[src/rtl/count_seq_ctrl.sv]
// count_seq_ctrl: loadable up/down counter sequenced by an IDLE/RUN/HOLD/DONE FSM.
// Latency: count loads on the start edge; done pulses one edge after count matches term_val.
// Backpressure: pause freezes the count (HOLD); stop aborts to IDLE with no done pulse.
//
// Ports:
//   clk, rst            clock, asynchronous active-high reset
//   start               begin a sequence (IDLE only), captures load_val
//   stop, pause         abort / freeze (RUN and HOLD only)
//   up_dn               1 = increment, 0 = decrement (sampled each RUN cycle)
//   load_val, term_val  start value and live terminal value
//   count               registered counter value
//   upper               count MSB
//   busy                registered, high in RUN and HOLD
//   done                registered one-cycle pulse in DONE
//   wrap                registered one-cycle pulse after a wrap-around step
module count_seq_ctrl #(
   parameter int WIDTH = 4
) (
   input  logic             clk,
   input  logic             rst,
   input  logic             start,
   input  logic             stop,
   input  logic             pause,
   input  logic             up_dn,
   input  logic [WIDTH-1:0] load_val,
   input  logic [WIDTH-1:0] term_val,
   output logic [WIDTH-1:0] count,
   output logic             upper,
   output logic             busy,
   output logic             done,
   output logic             wrap
);

   typedef enum logic [1:0] {
      IDLE = 2'd0,
      RUN  = 2'd1,
      HOLD = 2'd2,
      DONE = 2'd3
   } state_t;

   localparam logic [WIDTH-1:0] CNT_MAX  = '1;
   localparam logic [WIDTH-1:0] CNT_ZERO = '0;

   state_t           state;
   state_t           state_nxt;
   logic [WIDTH-1:0] count_nxt;
   logic             busy_nxt;
   logic             done_nxt;
   logic             wrap_nxt;

   // State register. busy/done/wrap are registered from next-state
   // decodes so every output except upper comes straight off a flop.
   always_ff @(posedge clk or posedge rst) begin
      if (rst) begin
         state <= IDLE;
         count <= '0;
         busy  <= 1'b0;
         done  <= 1'b0;
         wrap  <= 1'b0;
      end else begin
         state <= state_nxt;
         count <= count_nxt;
         busy  <= busy_nxt;
         done  <= done_nxt;
         wrap  <= wrap_nxt;
      end
   end

   // Next-state logic; stop beats pause beats terminal compare.
   always_comb begin
      state_nxt = state;
      case (state)
         IDLE: if (start) state_nxt = RUN;
         RUN: begin
            if (stop)                   state_nxt = IDLE;
            else if (pause)             state_nxt = HOLD;
            else if (count == term_val) state_nxt = DONE;
         end
         HOLD: begin
            if (stop)        state_nxt = IDLE;
            else if (!pause) state_nxt = RUN;
         end
         DONE:    state_nxt = IDLE;
         default: state_nxt = IDLE;
      endcase
   end

   // Output / datapath next values.
   always_comb begin
      count_nxt = count;
      wrap_nxt  = 1'b0;
      busy_nxt  = (state_nxt == RUN) || (state_nxt == HOLD);
      done_nxt  = (state_nxt == DONE);
      if (state == IDLE && start) begin
         count_nxt = load_val;
      end else if (state == RUN && !stop && !pause && count != term_val) begin
         if (up_dn) begin
            count_nxt = count + 1'b1;
            wrap_nxt  = (count == CNT_MAX);
         end else begin
            count_nxt = count - 1'b1;
            wrap_nxt  = (count == CNT_ZERO);
         end
      end
   end

   assign upper = count[WIDTH-1];

endmodule

[config.mk]
export PLATFORM = sky130hd
export DESIGN_NAME = count_seq_ctrl
export DESIGN_NICKNAME = d
export VERILOG_FILES = /design/src/rtl/count_seq_ctrl.sv
export SDC_FILE = /design/constraint.sdc
export NUM_CORES = 1
export LEC_CHECK = 0
export BUFFER_PORTS_ARGS = -buffer_cell sky130_fd_sc_hd__buf_2
export CAP_MARGIN = 20
export CORE_AREA = 2 2 39 41
export CTS_CLUSTER_SIZE = 40
export DETAILED_ROUTE_END_ITERATION = 8
export DIE_AREA = 0 0 41 43
export PLACE_DENSITY = 0.78
export REMOVE_ABC_BUFFERS = 1
export SLEW_MARGIN = 40
export SYNTH_ARGS = -nofsm -noshare
export SYNTH_HDL_FRONTEND = slang
export SYNTH_SLANG_ARGS = --single-unit
[constraint.sdc]
create_clock -name clk -period 4.7 [get_ports clk]
set_clock_uncertainty 0.05 [all_clocks]
set_input_delay 1.41 -clock clk [delete_from_list [all_inputs] [get_ports clk]]
set_output_delay 1.41 -clock clk [all_outputs]
set_load 0.03 [all_outputs]
==> impl_metrics.json <==
{
  "grt_pass1_wl_mm": 1.86,
  "grt_overflow": 0,
  "grtUsageTotal_pct": 15.9,
  "ioPinCount": 22,
  "rsz0062_at_grt": "false",
  "htreeDepth": 1,
  "layout-drive-gt1-share_pct": 39.0,
  "dieWidth_um": 41,
  "r2r-end": "count[3]",
  "grt_max_degree": 10,
  "post_drt_wl_per_cell_um": 12.5,
  "first_pass_iters": 5,
  "worstSetupStartpointType": "input pin",
  "cts_root_buf": "clkbuf_4",
  "hold_depth": 2,
  "cellPowerDensity_nw_per_um2": 504,
  "diodes": 0,
  "dp.cells": 94,
  "ir_worst_vdd_mv": 0.249,
  "fp.dieH_um": 43,
  "finalPower_w": 0.000379,
  "vias_per_cell": 5.19,
  "antenna_left": 0,
  "routed_wl_mm": 1.22,
  "synthCells": 58,
  "place_ws_ns": 1.55,
  "cts_resized": 0,
  "setup_viol": 0,
  "synth_cell_types": 30,
  "hold_end": "wrap",
  "fin_cells": 98,
  "arrival_ns": 2.97,
  "yosys_warnings": 0,
  "synth_edf_count": 0,
  "worstReg2RegStart": "count[2]",
  "hp-class": "flip-flop to flip-flop",
  "hold_slack_ns": 0.584,
  "tritoncts": "built",
  "fin_crit_sh_pct": 61.3,
  "critPathLaunch": "up_dn",
  "critical_path_class": "input pin to flip-flop",
  "clock_latency_ns": 0.26,
  "required_ns": 4.79,
  "nNetsFinal": 101,
  "fmax_mhz": 347,
  "syn-cell-area_sq_um": 608,
  "vias": 509,
  "final.setup.tns_ns": 0,
  "reg2regPathDepth": 5,
  "final-hold-violation-count": 0,
  "fin_ws_ns": 1.82,
  "post-dp-hpwl_um": 985,
  "drt_iter0_markers": 11,
  "post-route-min-period_ns": 2.88,
  "start_util_pct": 43.9,
  "core_sq_um": 1380,
  "synthArstFlopShare_pct": 100,
  "slew_headroom_pct": 63.7,
  "cts_sinks": 9,
  "cts_max_path_buffers": 2,
  "status": "finished clean",
  "hold_start": "count[3]",
  "worstPathMaxFanout": 4,
  "worst_pin_slew_ns": 0.543,
  "synth_area_per_cell_sq_um": 10.5,
  "drv_cap": 0,
  "grt_pass1_vias": 459,
  "leakagePower_nw": 0.371,
  "cts_hold_buf": 0,
  "rows": 14,
  "antenna_found_initial": 0,
  "worstSetupEndpointType": "flip-flop",
  "ys_seq_area_share_pct": 37.0,
  "port_buffers": 21,
  "post_cts_buffers": 0,
  "r2r_slack_ns": 2.75,
  "dieArea_sq_um": 1760,
  "syn_to_final_growth_pct": 23.7,
  "synth_ff_type": "dfrtp_1",
  "drc": 0,
  "cts_buffers": 3,
  "finalMaxSlewViolations": 0,
  "synth_seq_cells": 9,
  "place.gp.congestion": 0.763,
  "clk_pin_slew_ns": 0.06
}
-- critical path, cell delays in order --
cell and delay (ns):
buf_2 0.11, inv_1 0.10, ha_1 0.33, or2_2 0.30
a21o_1 0.19, a32o_1 0.23, a211o_2 0.29
-- layer usage --
layer | GRT usage (%) | wire length, um | part of all wire (%) | up-vias
met2 | 24.1 | 590 | 48 | 19
met3 | 6.28 | 63 | 5.2 | 0
met4 | 6.67 | 0 | 0 | 0
met1 | 19.3 | 569 | 47 | 229
met5 | 0 | 0 | 0 | -
li1 | - | - | - | 261
-- how the worst max path moves through the flow --
stage	to	slack [ns]	depth (start not counted)
2_1_floorplan	count[3]	1.75	6
3_5_place_dp	count[3]	1.55	7
6_report	count[3]	1.82	7
3_3_place_gp	count[3]	1.60	7
4_1_cts	count[3]	1.83	7
5_1_grt	count[3]	1.78	7
-- state kept, by name, summed over array words and instances, names as in the netlist --
name   count
state      2
done       1
count      4
busy       1
wrap       1
-- area by class of cell --
cell class                 count  area, sq um
fill                         133          632
multi-input combinational     45          364
sequential                     9          225
timing repair buffer          21          105
clock buffer                   4         26.3
tap                           16         20.0
inverter                       3         11.3
-- placed cells by master (no fill, tap or decap), types with 2 or more instances in the layout --
| master | Yosys | final |
|---|---|---|
| nand2_1 | 2 | 2 |
| ha_1 | 3 | 3 |
| dfrtp_1 | 9 | 9 |
| clkbuf_4 | 0 | 3 |
| o21ai_0 | 4 | 4 |
| nor2_1 | 3 | 3 |
| nand3_1 | 3 | 3 |
| buf_2 | 0 | 21 |
| xor2_1 | 5 | 5 |
| mux2i_1 | 2 | 2 |
| inv_1 | 3 | 3 |
| nand3b_1 | 2 | 2 |
| a21oi_1 | 3 | 3 |
-- cell families after synthesis --
group	count (synthesis)	share of synthesized area [%]
XOR/XNOR	5	7.20
buffers and inverters	4	3.09
flip-flops	9	37.0
AO/OA/AOI/OAI	16	20.8
AND/OR/NAND/NOR	18	19.1
multiplexers	2	3.29
adder cells (fa/ha/maj)	4	9.47
-- per-stage QoR --
step / utilization, % / instance area (sq um)
global placement: 52.4 / 726
floorplan: - / 601
global route: 54.3 / 752
CTS: 54.3 / 752
detailed placement: 52.4 / 726
finish: 54.3 / 752
-- synthesized netlist by cell type (all sizes together) (2+ instances only) --
cell    count  area share, %
nand3       3            2.5
mux2i       2            3.3
nand3b      2            2.5
xor2        5            7.2
ha          3            6.2
a211o       2            3.1
inv         3            1.9
dfrtp       9             37
o21ai       5            4.1
nand2       2            1.2
a21oi       3            2.5
nor2        3            1.9
-- where the power goes --
group	internal, W	switching, W
Clock	0.0000326	0.0000249
Sequential	0.0000973	0.0000337
Combinational	0.0000746	0.000116
(Power assumes the default switching activity.)
